[src/rtl/module_serial_alu_pkg.sv]
// Shared encodings for the serial ALU: op codes, slice selects and FSM states.
// Imported by the RTL and by the bench so both agree on every code.
package module_serial_alu_pkg;

    typedef enum logic [1:0] {
        ST_IDLE = 2'b00,
        ST_RUN  = 2'b01,
        ST_DONE = 2'b10
    } state_t;

    localparam logic [2:0] OP_AND = 3'b000;
    localparam logic [2:0] OP_OR  = 3'b001;
    localparam logic [2:0] OP_ADD = 3'b010;
    localparam logic [2:0] OP_SUB = 3'b110;
    localparam logic [2:0] OP_SLT = 3'b111;

    localparam logic [1:0] SEL_AND  = 2'b00;
    localparam logic [1:0] SEL_OR   = 2'b01;
    localparam logic [1:0] SEL_ADD  = 2'b10;
    localparam logic [1:0] SEL_LESS = 2'b11;

    function automatic logic op_is_legal(input logic [2:0] op);
        case (op)
            OP_AND, OP_OR, OP_ADD, OP_SUB, OP_SLT: op_is_legal = 1'b1;
            default:                               op_is_legal = 1'b0;
        endcase
    endfunction

    function automatic logic op_is_arith(input logic [2:0] op);
        op_is_arith = (op == OP_ADD) || (op == OP_SUB);
    endfunction

endpackage

[src/rtl/module_serial_alu_slice.sv]
// Combinational SLICE-bit ripple of 1-bit ALU cells (AND/OR/ADD/LESS with optional B invert).
// Also exposes the carry into the slice MSB so the top can derive overflow.
module module_alu_slice
    import module_serial_alu_pkg::*;
#(
    parameter int SLICE = 4
) (
    input  logic [SLICE-1:0] i_a,
    input  logic [SLICE-1:0] i_b,
    input  logic             i_cin,
    input  logic [2:0]       i_aluop,
    input  logic             i_less,
    output logic [SLICE-1:0] o_r,
    output logic             o_cout,
    output logic             o_cin_msb
);

    logic [SLICE:0]   w_c;
    logic [SLICE-1:0] w_bb;

    // Per-bit cells; carry ripples from bit 0 upward
    always_comb begin
        w_c    = '0;
        w_bb   = '0;
        o_r    = '0;
        w_c[0] = i_cin;
        for (int i = 0; i < SLICE; i++) begin
            w_bb[i]    = i_b[i] ^ i_aluop[2];
            w_c[i + 1] = (i_a[i] & w_bb[i]) | (i_a[i] & w_c[i]) | (w_bb[i] & w_c[i]);
            case (i_aluop[1:0])
                SEL_AND:  o_r[i] = i_a[i] & w_bb[i];
                SEL_OR:   o_r[i] = i_a[i] | w_bb[i];
                SEL_ADD:  o_r[i] = i_a[i] ^ w_bb[i] ^ w_c[i];
                SEL_LESS: o_r[i] = (i == 0) ? i_less : 1'b0;
                default:  o_r[i] = 1'b0;
            endcase
        end
    end

    assign o_cout    = w_c[SLICE];
    assign o_cin_msb = w_c[SLICE-1];

endmodule

[src/rtl/module_serial_alu.sv]
// Serial ALU: processes SLICE bits per clock through one module_alu_slice, WIDTH/SLICE cycles per op.
// Results and flags are registered and held from one done pulse to the next.
module module_serial_alu
    import module_serial_alu_pkg::*;
#(
    parameter int WIDTH = 32,
    parameter int SLICE = 4
) (
    input  logic             clk,
    input  logic             reset,
    input  logic             start,
    input  logic [WIDTH-1:0] a,
    input  logic [WIDTH-1:0] b,
    input  logic [2:0]       aluop,
    output logic [WIDTH-1:0] result,
    output logic             zero,
    output logic             carry_out,
    output logic             overflow,
    output logic             busy,
    output logic             done
);

    localparam int N  = WIDTH / SLICE;
    localparam int CW = (N > 1) ? $clog2(N) : 1;
    localparam logic [CW-1:0] CNT_LAST = CW'(N - 1);
    localparam logic [CW-1:0] CNT_ONE  = CW'(1);

    state_t           r_state, w_next;
    logic [WIDTH-1:0] r_a, r_b, r_acc, r_result, w_full;
    logic [2:0]       r_op;
    logic [CW-1:0]    r_cnt;
    logic             r_carry, r_zero, r_cout, r_ovf, r_busy, r_done;
    logic [SLICE-1:0] w_r;
    logic             w_cout, w_cin_msb, w_load, w_last, w_set;

    assign w_load = start && (r_state != ST_RUN);
    assign w_last = (r_state == ST_RUN) && (r_cnt == CNT_LAST);
    // Sign of (a-b) corrected by its overflow; only meaningful on the final slice
    assign w_set  = (r_a[WIDTH-1] ^ r_b[WIDTH-1] ^ r_op[2] ^ w_cin_msb) ^ (w_cin_msb ^ w_cout);

    module_alu_slice #(.SLICE(SLICE)) u_slice (
        .i_a       (r_a[r_cnt*SLICE +: SLICE]),
        .i_b       (r_b[r_cnt*SLICE +: SLICE]),
        .i_cin     (r_carry),
        .i_aluop   (r_op),
        .i_less    (1'b0),
        .o_r       (w_r),
        .o_cout    (w_cout),
        .o_cin_msb (w_cin_msb)
    );

    // Final result image: accumulated slices plus the last one; SLT patches bit 0
    always_comb begin
        w_full = '0;
        case (r_op)
            OP_SLT: w_full = {{(WIDTH-1){1'b0}}, w_set};
            OP_AND, OP_OR, OP_ADD, OP_SUB: begin
                w_full = r_acc;
                w_full[(N-1)*SLICE +: SLICE] = w_r;
            end
            default: w_full = '0;
        endcase
    end

    // FSM state register
    always_ff @(posedge clk or posedge reset) begin
        if (reset) r_state <= ST_IDLE;
        else       r_state <= w_next;
    end

    // FSM next-state
    always_comb begin
        w_next = r_state;
        case (r_state)
            ST_IDLE: w_next = start  ? ST_RUN  : ST_IDLE;
            ST_RUN:  w_next = w_last ? ST_DONE : ST_RUN;
            ST_DONE: w_next = start  ? ST_RUN  : ST_IDLE;
            default: w_next = ST_IDLE;
        endcase
    end

    // Operand capture, slice stepping, result and flag registers
    always_ff @(posedge clk or posedge reset) begin
        if (reset) begin
            r_a <= '0; r_b <= '0; r_op <= 3'b000; r_acc <= '0;
            r_cnt <= '0; r_carry <= 1'b0; r_result <= '0;
            r_zero <= 1'b0; r_cout <= 1'b0; r_ovf <= 1'b0;
            r_busy <= 1'b0; r_done <= 1'b0;
        end else begin
            r_busy <= (w_next == ST_RUN);
            r_done <= w_last;
            if (w_load) begin
                r_a     <= a;
                r_b     <= b;
                r_op    <= aluop;
                r_acc   <= '0;
                r_cnt   <= '0;
                r_carry <= aluop[2];
            end else if (r_state == ST_RUN) begin
                r_acc[r_cnt*SLICE +: SLICE] <= w_r;
                r_carry <= w_cout;
                r_cnt   <= r_cnt + CNT_ONE;
                if (w_last) begin
                    r_result <= w_full;
                    r_zero   <= op_is_legal(r_op) && (w_full == '0);
                    r_cout   <= op_is_arith(r_op) & w_cout;
                    r_ovf    <= op_is_arith(r_op) & (w_cin_msb ^ w_cout);
                end
            end
        end
    end

    assign result    = r_result;
    assign zero      = r_zero;
    assign carry_out = r_cout;
    assign overflow  = r_ovf;
    assign busy      = r_busy;
    assign done      = r_done;

endmodule
[config.mk]
export PLATFORM = sky130hd
export DESIGN_NAME = module_serial_alu
export DESIGN_NICKNAME = d
export VERILOG_FILES = /design/src/rtl/module_serial_alu_pkg.sv /design/src/rtl/module_serial_alu_slice.sv /design/src/rtl/module_serial_alu.sv
export SDC_FILE = /design/constraint.sdc
export NUM_CORES = 1
export LEC_CHECK = 0
export ABC_AREA = 1
export CAP_MARGIN = 10
export CORE_ASPECT_RATIO = 0.75
export CORE_MARGIN = 2
export CORE_UTILIZATION = 25
export DETAILED_ROUTE_END_ITERATION = 8
export PLACE_DENSITY = 0.51
export SLEW_MARGIN = 20
export SYNTH_ARGS = -nofsm -noshare
export SYNTH_HDL_FRONTEND = slang
export SYNTH_SLANG_ARGS = --single-unit
[constraint.sdc]
create_clock -name clk -period 5.9 [get_ports clk]
set_clock_uncertainty 0.1 [all_clocks]
set_input_delay 0.59 -clock clk [delete_from_list [all_inputs] [get_ports clk]]
set_output_delay 0.59 -clock clk [all_outputs]
set_load 0.03 [all_outputs]
==> flow_summary.yaml, run 1 <==
sta:
  fin_setup_tns_ns: 0
  whs_ns: 0.366
  worst_slack_ns: 1.55
  worstMarginPinSlew_ns: 0.891
  max_slew_margin_pct: 40.6
  setup_viol: 0
  fin_crit_sh_pct: 73.8
  max_freq_mhz: 230
  drv_slew: 0
  hold_viol: 0
  period_needed_ns: 4.35
  grt_setup_unrepaired: "no"
clocking:
  path_clk_slew_ns: 0.06
  htree_num_levels: 4
  cts_buffers: 17
  cts_root_buf: "clkbuf_16"
  cts_buffer_depth: 2
  post-cts-setup-buffer-count: 0
  cts_tree: "yes"
  worst_skew_pair.late_latency_ns: 0.42
  cts.sinks: 137
  postCtsResizedCells: 0
  cts_hold_buf: 0
synthesis:
  synth_ff_type: "dfrtp_1"
  ys_warn_count: 0
  syn_nets: 880
  synth_edf_count: 0
  netlist_area_sq_mm: 0.00672
  ys_types: 33
  ys_seq_elements: 137
  ys_seq_area_share_pct: 51.0
  synth_cells: 791
  synthArstFlopShare_pct: 100
  syn_area_per_cell_sq_um: 8.49
cells_and_area:
  insertedDiodeCount: 0
  nets: 970
  area_growth_pct: 28.6
  utilization_pct: 33.0
  drive_above_1_share_pct: 8.05
global_route:
  grt_use_total_pct: 14.1
  grt_pass1_vias: 5441
  grt_pass1_wl_um: 30900
  antenna_found_initial: 0
  grt_max_degree: 91
  grt_remaining_overflow: 0
power:
  p_comb_share_pct: 49.7
  p_int_uw: 2900
  p_sw_uw: 2500
  p_sw_share_pct: 46.3
  p_total_uw: 5400
  clockPowerShare_pct: 20.0
  share_seq_of_total_power_pct: 30.3
  vdd_ir_drop_max_mv: 0.296
  p_per_area_mw_per_mm2: 625
  leakagePower_uw: 0.00395
die:
  die_w_um: 193
  die_area_sq_mm: 0.0282
  start_util_pct: 25.7
  die_h_um: 146
  design.core.area_sq_mm: 0.0262
  fp-row-count: 51
  io_pins: 107
worst_setup_path:
  cp_cell_sequence: "inv_2, o21ai_0, o21ai_0, o21ai_1, xor2_1, fa_1, inv_1, fa_1, fa_1, fa_1, o21ai_0, nand2_1, nand2_1, nor2_1, nand2_1, o22ai_1"
  path_max_fanout: 29
  path_common_cell: "fa_1"
  crit_path_top_delay_cell: "dfrtp_1"
  critPathLaunchType: "flop"
  worst_setup_path_end_kind: "flop"
  critPathTopFamily: "adder cells"
  worst_ep_required_time_ns: 6.13
  worstSetupPathType: "flop to flop"
  worstPathArrival_ns: 4.58
  crit_path_max_incr_delay_ns: 0.69
  critPathBufInv: 2
flow_run:
  maxCapViolCount: 0
outcome:
  outcome: "completed"
drt:
  drt_iter0_markers: 419
  post_drt_wl_per_cell_um: 15.4
  antenna_left: 0
  wl_um: 19100
  vias: 5518
  post_drt_via_cell_ratio: 4.46
  drc: 0
  firstDrtPassIters: 5
hold_path:
  hp-class: "flop to flop"
place:
  dp_hpwl_um: 13800
  place_congestion: 0.870
  portBuffers: 106
  place_ws_ns: 1.55
[cells in the mapped netlist (3+ instances only)]
library cell / number / area share [%]
nand3_1: 37 / 2.8
nor2_4: 3 / 0.50
xor2_1: 8 / 1.0
fa_1: 4 / 1.2
nor2_1: 45 / 2.5
a21oi_1: 14 / 1.0
ha_1: 15 / 2.8
inv_2: 7 / 0.39
o22ai_1: 12 / 1.1
clkbuf_1: 9 / 0.50
dfrtp_1: 137 / 51
o211ai_1: 6 / 0.67
nand2_2: 5 / 0.47
buf_2: 23 / 1.7
buf_4: 5 / 0.56
o21ai_1: 22 / 1.6
nand4_1: 12 / 1.1
nand2_1: 253 / 14
nand3b_1: 4 / 0.45
o31ai_1: 6 / 0.67
inv_1: 55 / 3.1
o21ai_0: 84 / 6.3
o31ai_2: 13 / 2.4
[tightest hold or removal path, stage by stage (launching register included)]
cell     delay [ns]
dfrtp_1        0.33
nand2_1        0.05
nand2_1        0.05
[path summary, 6_finish.rpt]
kind	startpoint	to	slack, ns	cells past startpoint
worst min register to register	r_a[13]	r_a[13]	0.37	2
worst max-delay path	r_cnt[0]	r_acc[23]	1.55	16
worst max register to register	r_cnt[0]	r_acc[23]	1.55	16
min in group asynchronous	reset	result[22]	0.60	2
worst min-delay path	r_a[13]	r_a[13]	0.37	2
max in group asynchronous	reset	r_b[13]	3.93	3
[cells in the final DEF, fill, tap and decap left out, types with 3 or more instances in the layout]
cell	Yosys	final
o22ai_1	12	12
inv_1	55	54
o31ai_1	6	6
inv_2	7	6
o21ai_0	84	84
a21oi_1	14	14
clkbuf_16	0	17
dfrtp_1	137	137
xor2_1	8	8
nand3b_1	4	4
nand3_1	37	37
nand4_1	12	12
o31ai_2	13	13
clkinv_4	0	3
nor2_4	3	4
nand2_2	5	5
nor2_1	45	44
clkdlybuf4s50_1	0	106
o211ai_1	6	6
buf_4	5	5
inv_6	0	6
fa_1	4	4
o21ai_1	22	22
ha_1	15	15
nand2_1	253	253
[metrics by stage]
step	area, sq um	std cells
after global routing	8640	1238
after CTS	8640	1238
after detailed placement	8050	1206
after global placement	8050	1206
final	8640	1238
after floorplan	6720	791
[registers in the layout, summed over array words and instances (netlist names), 3 cells and up]
register  flops
r_op          3
r_b          32
r_cnt         3
r_acc        28
r_a          32
result       32
[cell type report]
type | instances | area [sq um]
Clock inverter | 14 | 161
Clock buffer | 18 | 429
Tap cell | 344 | 430
Fill cell | 2771 | 17500
Multi-Input combinational cell | 551 | 2840
Timing Repair Buffer | 111 | 1100
Sequential cell | 137 | 3430
Inverter | 63 | 245
[per-layer routing]
layer | vias to the layer above | wire length [um] | GRT usage [%]
met5 | - | 0 | 0
met4 | 0 | 170 | 3.66
met3 | 15 | 1000 | 3.55
met2 | 134 | 7650 | 19.4
met1 | 2610 | 10300 | 21.6
li1 | 2759 | - | -
[power by group through the flow]
stage | Sequential (uW) | Combinational (uW) | Clock, uW
4_1_cts | 1630 | 2700 | 1100
2_1_floorplan | 1720 | 1760 | 0
3_5_place_dp | 1650 | 2690 | 0
6_report | 1640 | 2680 | 1080
5_1_grt | 1680 | 3040 | 1140
3_3_place_gp | 1650 | 2660 | 0
[cells by family after synthesis]
logic type	share of synthesized area, %
XOR/XNOR	1.17
flip-flops	51.0
buffers and inverters	6.73
AO/OA/AOI/OAI	14.3
AND/OR/NAND/NOR	22.8
adder cells (fa/ha/maj)	3.99
Power figures use the tool's default switching activity.
==> run 2: changes to the inputs <==
Settings changed: PLACE_DENSITY 0.51 to 0.53.
Clock period 5.9 ns to 3.55 ns, I/O delays scaled along.
==> run 2 against run 1 <==
Cell count rose by 1.9%. Design area grew 3.8%. Die area stayed put. Clock power grew 73%. Sequential power rose by 64%. Total power is 78% higher.
==> flow_summary.yaml, run 2 (synthesis results as in run 1) <==
drt:
  post_drt_via_cell_ratio: 4.48
  drt_iter0_markers: 478
  post_drt_wl_per_cell_um: 15.2
  antenna_left: 0
  drc: 0
  vias: 5650
  wl_um: 19200
  firstDrtPassIters: 5
place:
  dp_hpwl_um: 14000
  place_ws_ns: -0.132
  portBuffers: 106
  place_congestion: 0.860
global_route:
  grt_pass1_wl_um: 31000
  antenna_found_initial: 0
  grt_remaining_overflow: 0
  grt_use_total_pct: 14.0
  grt_max_degree: 85
  grt_pass1_vias: 5659
sta:
  period_needed_ns: 3.50
  worst_slack_ns: 0.0470
  max_freq_mhz: 285
  drv_slew: 0
  max_slew_margin_pct: 50.1
  setup_viol: 0
  hold_viol: 0
  grt_setup_unrepaired: "yes"
  worstMarginPinSlew_ns: 0.748
  whs_ns: 0.256
  fin_crit_sh_pct: 98.7
die:
  design.core.area_sq_mm: 0.0262
  io_pins: 107
  die_h_um: 146
  die_w_um: 193
  start_util_pct: 25.7
  fp-row-count: 51
  die_area_sq_mm: 0.0282
worst_setup_path:
  reg2regPathDepth: 17
  r2r_slack_ns: 0.05
  worstSetupPathType: "flop to flop"
  worstPathArrival_ns: 3.74
  critPathLaunchType: "flop"
  worst_setup_path_end_kind: "flop"
  r2r_end: "r_acc[23]"
  r2r_start: "r_cnt[0]"
  endpoint: "r_acc[23]"
  critPathLaunch: "r_cnt[0]"
  worst_ep_required_time_ns: 3.79
  path_max_fanout: 7
clocking:
  cts_tree: "yes"
  cts.sinks: 137
  cts_hold_buf: 0
  htree_num_levels: 4
  worst_skew_pair.late_latency_ns: 0.43
  cts_buffers: 17
  path_clk_slew_ns: 0.07
  cts_buffer_depth: 2
  cts_root_buf: "clkbuf_16"
outcome:
  outcome: "completed"
cells_and_area:
  drive_above_1_share_pct: 12.4
  insertedDiodeCount: 0
  utilization_pct: 34.3
  area_growth_pct: 33.5
  final_common_cell: "nand2_1"
  fillers: 2728
  layout_common_cells: "nand2_1 (252), dfrtp_1 (135), clkdlybuf4s50_1 (106)"
  nets: 994
flow_run:
  maxCapViolCount: 0
power:
  p_per_area_mw_per_mm2: 1070
  vdd_ir_drop_max_mv: 0.572
  leakagePower_uw: 0.00410
hold_path:
  hp-class: "input port to asynchronous set/reset pin"
run 2: changes by cell type in the layout (fill, tap and decap cells not counted), sizes merged:
cell    delta
bufinv     +1
clkinv     +2
clkbuf     -1
inv        -2
buf       +24
run 2: layer usage:
metal  up-vias  track usage, %  wire length, um
met3        15            3.20              961
met2       152            19.3             7710
met5         -               0                0
li1       2807               -                -
met1      2676            21.5            10300
met4         0            3.82              191
run 2: worst min-delay path by stage:
stage            start        to  slack (ns)
3_3_place_gp   r_a[27]   r_a[27]        0.35
6_report         reset  r_acc[1]        0.26
5_1_grt          reset  r_acc[1]        0.29
3_5_place_dp   r_a[27]   r_a[27]        0.35
2_1_floorplan  r_b[13]   r_b[13]        0.34
4_1_cts          reset  r_acc[1]        0.27
run 2: power breakdown:
part | internal, uW | total (uW) | switching (uW)
clock network | 1120 | 1870 | 746
registers | 2240 | 2690 | 448
logic | 1940 | 5050 | 3110
total | 5300 | 9610 | 4310
run 2: timing repair:
item	CTS	global route
hold endpoints to repair	0	0
resized for setup	17	14
setup endpoints to repair	8	14
setup buffers	5	1
pin swaps	9	6
run 2: area by class of cell:
class                   count  area [sq um]  area share (%)
well taps                 344           430            4.80
inverters                  63           243            2.71
repair buffers            135          1350            15.1
flip-flops and latches    137          3430            38.3
clock buffers              17           425            4.74
clock inverters            15           193            2.15
multi-input cells         551          2890            32.2
run 2: worst max-delay path, stage by stage, from the launching register on:
cell and delay (ns):
dfrtp_2 0.46, nor2_1 0.10, nor2_1 0.04, o21ai_1 0.08, o21ai_1 0.10, o21ai_2 0.23
xor2_2 0.22, fa_2 0.23, inv_2 0.04, fa_2 0.33, fa_2 0.38, fa_2 0.54
o21ai_2 0.06, nand2_2 0.08, nand2_1 0.09, nor2_2 0.13, nand2_1 0.09, o22ai_1 0.12
run 2: stage by stage:
stage	total power (uW)	cell area, sq um	setup TNS [ns]	std cells
floorplan	5810	6730	0	791
global placement	7410	8240	-0.0956	1224
detailed placement	7460	8240	-0.596	1224
CTS	9550	8920	0	1261
global route	10400	8970	-0.447	1262
finish	9610	8970	0	1262
==> run 3: changes to the inputs <==
Settings changed: ABC_AREA 1 to not set.
==> run 3 against run 2 <==
The flow now finishes with violations (setup timing). Hold slack improved by 0.10 ns. Largest power group unchanged. Synthesized cell count fell by 24%. Highest routed layer is now met5. Non-clock buffer count rose by 10.
==> flow_summary.yaml, run 3 <==
cells_and_area:
  layout_common_cells: "nand2_1 (228), dfrtp_1 (136), clkdlybuf4s50_1 (106)"
  area_growth_pct: 36.5
  insertedDiodeCount: 0
  nets: 823
  final_common_cell: "nand2_1"
  final_cell_area_sq_mm: 0.00856
  fillers: 2539
  drive_above_1_share_pct: 14.9
  utilization_pct: 34.6
  regArea_sq_mm: 0.00343
  stdcell_count: 1084
  multi_input_area_sq_mm: 0.00267
drt:
  post_drt_wl_per_cell_um: 15.6
  firstDrtPassIters: 5
  wl_um: 17000
  post_drt_via_cell_ratio: 4.41
  antenna_left: 0
  vias: 4777
  drt_iter0_markers: 313
  drc: 0
die:
  fp-row-count: 50
  start_util_pct: 25.3
  io_pins: 107
  die_h_um: 141
  die_w_um: 187
  design.core.area_sq_mm: 0.0248
  die_area_sq_mm: 0.0264
global_route:
  antenna_found_initial: 1
  grt_use_total_pct: 13.5
  grt_max_degree: 51
  grt_pass1_wl_um: 27600
  grt_pass1_vias: 4928
  grt_remaining_overflow: 0
worst_setup_path:
  r2r_slack_ns: -0.14
  reg2regPathDepth: 14
  r2r_start: "r_cnt[0]"
  path_max_fanout: 5
  critPathLaunch: "r_cnt[0]"
  r2r_end: "zero"
  worstPathArrival_ns: 3.89
  worst_ep_required_time_ns: 3.75
  critPathLaunchType: "flop"
  worst_setup_path_end_kind: "flop"
  worstSetupPathType: "flop to flop"
clocking:
  cts.sinks: 137
  cts_buffers: 17
  worst_skew_pair.late_latency_ns: 0.42
  cts_buffer_depth: 2
  path_clk_slew_ns: 0.06
  htree_num_levels: 4
  cts_hold_buf: 0
  cts_root_buf: "clkbuf_16"
  cts_tree: "yes"
sta:
  hold_viol: 0
  fin_crit_sh_pct: 104
  drv_slew: 0
  worst_slack_ns: -0.139
  setup_viol: 6
  fin_setup_tns_ns: -0.502
  grt_setup_unrepaired: "yes"
  max_slew_margin_pct: 33.7
  whs_ns: 0.359
  worstMarginPinSlew_ns: 0.990
  max_freq_mhz: 271
  period_needed_ns: 3.69
place:
  dpl.cell_count: 1048
  placed_cell_area_sq_mm: 0.00790
  portBuffers: 106
  dp_hpwl_um: 12500
  place_congestion: 0.742
synthesis:
  syn_nets: 694
  netlist_area_sq_mm: 0.00627
  synth.most_common_cell: "nand2_1"
  synth_cells: 605
  synthTopCellsByCount: "nand2_1 (229), dfrtp_1 (137), a22o_1 (43)"
  synth_top_cell_by_area: "dfrtp_1"
  synth_edf_count: 0
  ys_seq_elements: 137
  synth_top_area_share_pct: 54.6
  syn_area_per_cell_sq_um: 10.4
  ys_types: 44
  ys_seq_area_share_pct: 54.6
  synthArstFlopShare_pct: 100
  yosys-top-cells-area: "dfrtp_1 (55%), nand2_1 (14%), a22o_1 (6.0%), mux4_2 (5.7%), ha_1 (3.0%)"
  ys_warn_count: 0
  synth_ff_type: "dfrtp_1"
power:
  p_per_area_mw_per_mm2: 1110
  leakagePower_uw: 0.00399
  vdd_ir_drop_max_mv: 0.532
hold_path:
  hp-class: "input port to flop"
  hold_path_depth: 3
  min_to: "r_b[11]"
  min-delay-start: "b[11]"
outcome:
  violations: "setup timing"
  outcome: "finished, violations left"
flow_run:
  maxCapViolCount: 0
## run 3: report_power, final
group / leakage [uW] / internal (uW) / total [uW] / switching [uW]
clock network: 0.000274 / 1070 / 1750 / 680
logic: 0.00193 / 2320 / 4960 / 2640
registers: 0.00178 / 2250 / 2790 / 544
## run 3: stage by stage
stage,setup slack (ns),total power (uW)
2_1_floorplan,-0.177,5720
3_3_place_gp,-0.214,7390
3_5_place_dp,-0.304,7440
4_1_cts,-0.271,9400
5_1_grt,-0.304,10200
6_report,-0.139,9500
## run 3: layer usage
metal	track usage, %	part of all wire [%]	vias to the layer above	wire length [um]
met2	18.2	40	137	6830
met3	3.39	6.2	13	1060
met5	0	0.094	-	16
li1	-	-	2314	-
met4	3.55	0.70	2	119
met1	20.9	53	2311	8930
## run 3: cell families (layout without fill, tap and decap cells)
logic type / after synthesis / after routing / share of synthesized area, %
muxes: 26 / 26 / 7.38
xor gates and xnor gates: 7 / 7 / 0.977
and+or+nand+nor: 283 / 283 / 18.9
DFF: 137 / 137 / 54.6
AOI/OAI and AO/OA: 83 / 83 / 10.1
buffers and inverters: 50 / 191 / 3.73
adders and majority gates: 19 / 19 / 4.27
## run 3: cell type report
cell class	instances	area share, %
Sequential cell	137	40.0
Multi-Input combinational cell	418	31.2
Timing Repair Buffer	145	16.3
Tap cell	338	4.94
Inverter	15	0.701
Clock buffer	20	5.33
Clock inverter	11	1.43
## run 3: worst max-delay path by stage
stage | to
after CTS | zero
final | zero
after detailed placement | zero
after global placement | zero
after floorplan | zero
after global routing | zero
## run 3: repair_timing
item / in CTS / in global routing
resized for setup: 9 / 8
pin swaps: 8 / 3
setup buffers: 5 / 0
hold endpoints to repair: 0 / 0
endpoints found under the setup margin: 10 / 15
## run 3: critical path, cell delays in order, from the launching register on
cell	delay (ns)
dfrtp_2	0.44
mux4_2	0.52
mux2i_1	0.18
xnor2_1	0.11
inv_1	0.10
fa_1	0.16
inv_1	0.05
fa_2	0.34
fa_2	0.38
fa_2	0.56
mux2i_4	0.08
o22ai_2	0.24
nor4_2	0.06
a21oi_1	0.17
o21ai_1	0.08
